## config.mk

```make
export PLATFORM = sky130hd
export DESIGN_NAME = command_sequencer
export DESIGN_NICKNAME = d
export VERILOG_FILES = /design/src/rtl/command_sequencer.sv
export SDC_FILE = /design/constraint.sdc
export NUM_CORES = 1
export LEC_CHECK = 0
export ABC_CLOCK_PERIOD_IN_PS = 2050
export BUFFER_PORTS_ARGS = -buffer_cell sky130_fd_sc_hd__buf_2
export CORE_MARGIN = 10
export CORE_UTILIZATION = 35
export CTS_CLUSTER_SIZE = 12
export DETAILED_ROUTE_END_ITERATION = 6
export SLEW_MARGIN = 20
export SYNTH_ARGS = -nofsm -noshare
export SYNTH_HDL_FRONTEND = slang
export SYNTH_SLANG_ARGS = --single-unit
```

## constraint.sdc

```tcl
create_clock -name clk -period 2.05 [get_ports clk]
set_input_delay 0.1025 -clock clk [delete_from_list [all_inputs] [get_ports clk]]
set_output_delay 0.1025 -clock clk [all_outputs]
set_load 0.05 [all_outputs]
```

## src/rtl/command_sequencer.sv

```systemverilog
// command_sequencer: register-bus command engine.
// Accepts {cmd, addr, value} frames over a valid/ready handshake and turns each
// one into register-file write/read strobes. SET and CLR are read-modify-write
// commands. Every command returns a {status, addr, value} response over a second
// valid/ready handshake. A read that waits too long for data times out, and a
// saturating counter tracks error responses.
//
// Ports:
//   clk, i_reset        clock and synchronous active-high reset
//   i_data, i_valid     incoming frame {cmd, addr, value}, cmd in the MSBs
//   o_ready             frame accepted when i_valid && o_ready at a clock edge
//   o_w_addr/o_w_data   register write address and data
//   o_w_en              one-cycle write strobe
//   o_r_addr/o_r_en     register read address and one-cycle read strobe
//   i_r_data/i_r_valid  read data return
//   o_rsp_data          response frame {status, addr, value}
//   o_rsp_valid         response valid; i_rsp_ready is the response consumer's ready
//   o_err_count         saturating count of nonzero-status responses
module command_sequencer #(
  parameter int unsigned WORD_WIDTH    = 8,
  parameter int unsigned VALUE_WORDS   = 4,
  parameter int unsigned RD_TIMEOUT    = 15,
  parameter int unsigned ERR_CNT_WIDTH = 8,
  parameter logic [WORD_WIDTH-1:0] CMD_READ  = 8'h00,
  parameter logic [WORD_WIDTH-1:0] CMD_WRITE = 8'haa,
  parameter logic [WORD_WIDTH-1:0] CMD_SET   = 8'h55,
  parameter logic [WORD_WIDTH-1:0] CMD_CLR   = 8'h5a
) (
  input  logic                                    clk,
  input  logic                                    i_reset,
  input  logic [(VALUE_WORDS+2)*WORD_WIDTH-1:0]   i_data,
  input  logic                                    i_valid,
  output logic                                    o_ready,
  output logic [WORD_WIDTH-1:0]                   o_w_addr,
  output logic [VALUE_WORDS*WORD_WIDTH-1:0]       o_w_data,
  output logic                                    o_w_en,
  output logic [WORD_WIDTH-1:0]                   o_r_addr,
  output logic                                    o_r_en,
  input  logic [VALUE_WORDS*WORD_WIDTH-1:0]       i_r_data,
  input  logic                                    i_r_valid,
  output logic [(VALUE_WORDS+2)*WORD_WIDTH-1:0]   o_rsp_data,
  output logic                                    o_rsp_valid,
  input  logic                                    i_rsp_ready,
  output logic [ERR_CNT_WIDTH-1:0]                o_err_count
);

  localparam int unsigned VW    = VALUE_WORDS * WORD_WIDTH;
  localparam int unsigned FW    = VW + 2 * WORD_WIDTH;
  localparam int unsigned CNT_W = (RD_TIMEOUT > 1) ? $clog2(RD_TIMEOUT) : 1;

  localparam logic [WORD_WIDTH-1:0] ST_OK      = WORD_WIDTH'(8'h00);
  localparam logic [WORD_WIDTH-1:0] ST_BAD_CMD = WORD_WIDTH'(8'h01);
  localparam logic [WORD_WIDTH-1:0] ST_TIMEOUT = WORD_WIDTH'(8'h02);

  typedef enum logic [2:0] {
    S_IDLE,
    S_WRITE,
    S_READ_REQ,
    S_READ_WAIT,
    S_MODIFY,
    S_RESPOND
  } state_t;

  state_t                   state_q, state_d;
  logic [WORD_WIDTH-1:0]    cmd_q, cmd_d;
  logic [WORD_WIDTH-1:0]    addr_q, addr_d;
  logic [VW-1:0]            value_q, value_d;
  logic [VW-1:0]            w_data_q, w_data_d;
  logic [FW-1:0]            rsp_q, rsp_d;
  logic [CNT_W-1:0]         wait_q, wait_d;
  logic [ERR_CNT_WIDTH-1:0] err_q, err_d;
  logic                     err_inc;

  logic [WORD_WIDTH-1:0]    frame_cmd;
  logic [WORD_WIDTH-1:0]    frame_addr;
  logic [VW-1:0]            frame_value;

  assign frame_cmd   = i_data[FW-1 -: WORD_WIDTH];
  assign frame_addr  = i_data[VW +: WORD_WIDTH];
  assign frame_value = i_data[VW-1:0];

  // Next-state and datapath
  always_comb begin
    state_d  = state_q;
    cmd_d    = cmd_q;
    addr_d   = addr_q;
    value_d  = value_q;
    w_data_d = w_data_q;
    rsp_d    = rsp_q;
    wait_d   = wait_q;
    err_inc  = 1'b0;

    case (state_q)
      S_IDLE: begin
        if (i_valid) begin
          cmd_d   = frame_cmd;
          addr_d  = frame_addr;
          value_d = frame_value;
          if (frame_cmd == CMD_READ || frame_cmd == CMD_SET || frame_cmd == CMD_CLR) begin
            state_d = S_READ_REQ;
          end else if (frame_cmd == CMD_WRITE) begin
            state_d  = S_WRITE;
            w_data_d = frame_value;
          end else begin
            state_d = S_RESPOND;
            rsp_d   = {ST_BAD_CMD, frame_addr, VW'(0)};
            err_inc = 1'b1;
          end
        end
      end

      S_WRITE: begin
        state_d = S_RESPOND;
        rsp_d   = {ST_OK, addr_q, value_q};
      end

      S_READ_REQ: begin
        state_d = S_READ_WAIT;
        wait_d  = '0;
      end

      // Data arriving on the last allowed cycle still counts as data.
      S_READ_WAIT: begin
        if (i_r_valid) begin
          if (cmd_q == CMD_READ) begin
            state_d = S_RESPOND;
            rsp_d   = {ST_OK, addr_q, i_r_data};
          end else begin
            state_d  = S_MODIFY;
            w_data_d = (cmd_q == CMD_SET) ? (i_r_data | value_q) : (i_r_data & ~value_q);
          end
        end else if (wait_q == CNT_W'(RD_TIMEOUT - 1)) begin
          state_d = S_RESPOND;
          rsp_d   = {ST_TIMEOUT, addr_q, VW'(0)};
          err_inc = 1'b1;
        end else begin
          wait_d = wait_q + CNT_W'(1);
        end
      end

      S_MODIFY: begin
        state_d = S_RESPOND;
        rsp_d   = {ST_OK, addr_q, w_data_q};
      end

      S_RESPOND: begin
        if (i_rsp_ready) begin
          state_d = S_IDLE;
        end
      end

      default: state_d = S_IDLE;
    endcase

    // Saturating error counter
    err_d = err_q;
    if (err_inc && (err_q != {ERR_CNT_WIDTH{1'b1}})) begin
      err_d = err_q + ERR_CNT_WIDTH'(1);
    end
  end

  // State and datapath registers; reset also clears the latched frame
  always_ff @(posedge clk) begin
    if (i_reset) begin
      state_q  <= S_IDLE;
      cmd_q    <= '0;
      addr_q   <= '0;
      value_q  <= '0;
      w_data_q <= '0;
      rsp_q    <= '0;
      wait_q   <= '0;
      err_q    <= '0;
    end else begin
      state_q  <= state_d;
      cmd_q    <= cmd_d;
      addr_q   <= addr_d;
      value_q  <= value_d;
      w_data_q <= w_data_d;
      rsp_q    <= rsp_d;
      wait_q   <= wait_d;
      err_q    <= err_d;
    end
  end

  // Strobes decode from the registered state and are forced low during reset
  assign o_ready     = (state_q == S_IDLE) && !i_reset;
  assign o_r_en      = (state_q == S_READ_REQ) && !i_reset;
  assign o_w_en      = ((state_q == S_WRITE) || (state_q == S_MODIFY)) && !i_reset;
  assign o_rsp_valid = (state_q == S_RESPOND) && !i_reset;

  assign o_w_addr    = addr_q;
  assign o_r_addr    = addr_q;
  assign o_w_data    = w_data_q;
  assign o_rsp_data  = rsp_q;
  assign o_err_count = err_q;

endmodule

```

# After elaboration in Yosys (flattened, before gate mapping)
# Cells that the tools add are included.
# totals
ff_bits,143
# classes
addsub,2
n_eq_ne,22
muxes,31
bitwise_logic,3
n_reduce_logical,21
# op_table
operator,count
48-bit 2-to-1 mux,6
32-bit 2-to-1 mux,6
48-bit case mux with 4 select lines,1
32-bit case mux with 2 select lines,1
32-bit bitwise AND,1
32-bit NOT,1
32-bit OR,1
8-bit by 7-bit equality test with 1-bit output (second input constant),3
3-bit 2-to-1 mux,6
2-bit inequality test (second input constant),9
8-bit zero test,2
3-bit case mux with 5 select lines,1
6-bit AND reduction,2
8-bit by 1-bit adder with 8-bit output (second input constant),1
8-bit equality test (second input constant),1
4-bit 2-to-1 mux,2
8-bit inequality test (second input constant),1
4-bit case mux with 2 select lines,1
3-bit by 2-bit equality test with 1-bit output (second input constant),2
3-bit equality test (second input constant),2
1-bit 2-to-1 mux,6
3-bit inequality test (second input constant),2
3-bit AND reduction,2
1-bit logical AND,5
11 further kinds,14

# Longest topological paths before layout
# logic_depth
ltp_word,7
ltp_mapped,9
ltp_nobuf,7

# Worst setup path before layout
# Ideal clock, no wire load.
# synth_timing
path_type,reg-to-reg
from,"reg err_q[0], in the netlist o_err_count[0]"
to,"reg err_q[7], in the netlist o_err_count[7]"
arrival_time_ns,2.078
required_ns,1.927
setup_slack_ns,-0.151
stages_incl_launch_ff,7
n_path_buf,0
cell_sequence,dfxtp_1 -> ha_1 -> nand3_1 -> nor2_1 -> or4_1 -> a2111oi_4 -> mux2_1
# synth_between
elab_chain_cells,2
elab_cells_between_ends,3
# synth_rtl
item,line,rtl
"start, declared",71,"logic [ERR_CNT_WIDTH-1:0] err_q, err_d;"
"start signal, assigned",181,err_q <= err_d;
branches (longest 2 deep; another with 8-bit by 1-bit adder with 8-bit output),-,
# Parallel ways; which one is timed is not known.
# A chain may end at the register's enable or synchronous reset.

# Final worst setup path
# layout_timing
from,reg wait_q[0]
to,"reg rsp_q[19], in the netlist o_rsp_data[19]"
# layout_between
elab_chain_cells,3
# layout_rtl
item,line,rtl
"start, declared",70,"logic [CNT_W-1:0] wait_q, wait_d;"
"start signal, assigned",180,wait_q <= wait_d;
4-bit equality test,132,end else if (wait_q == CNT_W'(RD_TIMEOUT - 1)) begin
3-bit inequality test (no source line),-,
6-bit AND reduction (no source line),-,
"end signal, assigned",179,rsp_q <= rsp_d;
"end, declared",69,"logic [FW-1:0] rsp_q, rsp_d;"
# Every way passes these cells.

==> metrics.cfg <==
[routing]
vias_per_cell=5.24
drc=0
antenna_left=0
wire_per_inst_um=17.9
drtIter0Drc=608
vias=7432
drt_wl_total_um=25400
dr.pass1.iters=5

[yosys]
seq_area_frac_synth=0.398
post_synth_num_cell_types=52
synth_area_mm2=0.00689
synth_enable_flop_cells=0
avgSynthCellArea_um2=7.49
synthCells=919
ys_seq_elements=137
synth-main-ff-cell=dfxtp_1
async_reset_ff_frac=0
synth_warnings=0

[timing]
fmax_mhz=499
rsz0062_at_grt=true
setup_viol=0
finalCriticalPeriod_ns=2.00
slew_violations=0
slew_headroom=0.547
tightest_slew_ns=0.680
post-route-period-util=0.978
skew_ns=0.00907
whs_ns=0.0203
final_hold_viol_count=0

[cells_and_area]
nets=1229
n_fill_cell=1926
n_antenna_cell=0
syn_to_final_growth_pct=40.4
final_util=0.498
layout-drive-gt1-share=0.291
final_area_mm2=0.00967
stdcell_count=1419

[worst_setup_path]
critical_path_arrival_ns=2.34
critPathKind=reg -> reg
critical_path.max_fanout=8
start_kind=register
cp-end-kind=register
worstPathRequired_ns=2.39

[clock_tree]
cts_htree_levels=4
clk-insertion-delay-late_ns=0.42
cts.sinks=137
root_buffer=clkbuf_16
clockBufferDepth=2
cts_tree=built
cts.clk_slew.worst_paths_ns=0.06
cts_inserted_buffers=17

[placement]
port_buffers=186
gp_congestion=0.819
placed_area_mm2=0.00834
place_hpwl_um=16100
dp_cells=1335

[power_and_ir_drop]
ir_drop_mv=0.599
cellLeakagePower_nw=4.07
powerDensity_mw_per_mm2=912

[run_status]
status=completed

[die]
rows=51
dieHeight_um=160
die_w_um=160
start_util=0.355
ioPinCount=193
die_area_mm2=0.0257
coreArea_mm2=0.0194

[grt]
grt_first_pass_wirelength_um=38600
antenna_found_initial=0
grt.total_usage=0.183
grt_pass1_vias=7239
grt_max_degree=74
grt-ovfl-total=0

[run]
cap_violations=0

[worst_hold_path]
min_path_type=in -> reg

-- Yosys cell counts (2+ instances only) --
cell | number | area, um2
nand2_1 | 200 | 751
a21oi_1 | 166 | 831
dfxtp_1 | 137 | 2740
clkbuf_1 | 65 | 244
nor2_1 | 49 | 184
a211oi_1 | 45 | 338
nor2b_1 | 38 | 238
o21ai_0 | 37 | 185
a22oi_1 | 33 | 248
a31oi_1 | 33 | 206
buf_4 | 15 | 113
buf_2 | 12 | 60.1
mux2i_1 | 9 | 90.1
inv_1 | 7 | 26.3
mux2_2 | 7 | 78.8
nor3_1 | 6 | 30.0
nand4_1 | 5 | 31.3
buf_1 | 4 | 15.0
ha_1 | 3 | 37.5
nand2b_1 | 3 | 18.8
nand3_1 | 3 | 15.0
nor4_1 | 3 | 18.8
or3_1 | 3 | 18.8
a2111oi_4 | 2 | 55.1
a21o_1 | 2 | 15.0
and2_1 | 2 | 12.5
and4_1 | 2 | 17.5
o31a_1 | 2 | 17.5
o31ai_1 | 2 | 15.0
or4_1 | 2 | 15.0
-- area by class of cell --
type	count	area, um2	area share
multi-input combinational	683	3890	0.402
sequential	137	2760	0.285
timing repair buffer	295	2080	0.216
clock buffer	20	457	0.0472
tap	265	332	0.0343
clock inverter	12	125	0.0129
inverter	7	26.3	0.00272
-- stage by stage --
step                      total power, mW  worst slack (ns)   TNS, ns
after floorplan                      4.73            0.0241         0
after global placement               5.46           0.00761         0
after detailed placement             5.48           -0.0721     -1.41
after CTS                            8.65          -0.00364  -0.00364
after global routing                 9.17           -0.0281    -0.131
final                                8.82            0.0457         0
-- routing by layer --
| metal | wire (um) | vias up | part of all wire | global-route usage |
|---|---|---|---|---|
| met1 | 11000 | 3450 | 0.43 | 0.221 |
| met2 | 12100 | 292 | 0.48 | 0.306 |
| li1 | - | 3664 | - | - |
| met5 | 0 | - | 0 | 0 |
| met4 | 335 | 0 | 0.013 | 0.0576 |
| met3 | 1950 | 26 | 0.077 | 0.0535 |
-- path summary, 6_finish.rpt --
path | startpoint | end | slack [ns] | depth (start not counted)
min | i_r_data[30] | o_rsp_data[30]$_SDFFE_PP0P_ | 0.02 | 3
max | wait_q[0]$_SDFFE_PP0P_ | o_rsp_data[19]$_SDFFE_PP0P_ | 0.05 | 10
min reg2reg | o_w_data[30]$_SDFFE_PP0P_ | o_w_data[30]$_SDFFE_PP0P_ | 0.47 | 2
max reg2reg | wait_q[0]$_SDFFE_PP0P_ | o_rsp_data[19]$_SDFFE_PP0P_ | 0.05 | 10
-- registers in the layout, indices dropped and copies added, names as in the netlist --
register     cells
cmd_q            8
o_err_count      8
o_r_addr         8
o_rsp_data      42
o_w_data        32
state_q          3
value_q         32
wait_q           4
-- layout by cell type (no fill, tap or decap), drive strengths merged, types with 6 or more instances in the layout --
master,n
a211oi,45
a21oi,166
a22oi,33
a31oi,33
buf,248
clkbuf,24
clkinv,7
conb,6
dfxtp,137
dlygate4sd3,43
inv,7
mux2,8
mux2i,9
nand2,200
nor2,49
nor2b,38
nor3,7
o21ai,37
-- cell families after synthesis --
family | share of synthesized area
muxes | 0.0262
AOI/OAI and AO/OA | 0.289
xor gates and xnor gates | 0.00127
buffers and inverters | 0.0681
other | 0.000545
DFF | 0.398
adders and majority gates | 0.00545
and+or+nand+nor | 0.212
-- timing repair --
action | CTS | global route
endpoints found under the hold margin | 43 | 0
cloned | 1 | 5
pin swaps | 2 | 31
resized for setup | 10 | 33
endpoints found under the setup margin | 41 | 49
hold buffers | 43 | 0
setup buffers | 1 | 2
-- report_power, final --
group          leakage, nW  total, mW  switching (mW)  internal, mW
Sequential            1.12       3.09           0.187          2.90
Combinational         2.66       2.66            1.74         0.925
Clock                0.282       3.06            1.21          1.85
-- worst max-delay path: stages (launching register included) --
cell and delay, ns:
dfxtp_2 0.32, inv_2 0.06, ha_4 0.12, and3_4 0.22
o31ai_4 0.06, buf_4 0.14, a2111oi_4 0.30, buf_6 0.25
clkbuf_16 0.19, a21oi_1 0.07, a211oi_1 0.19
(Power assumes the default switching activity.)
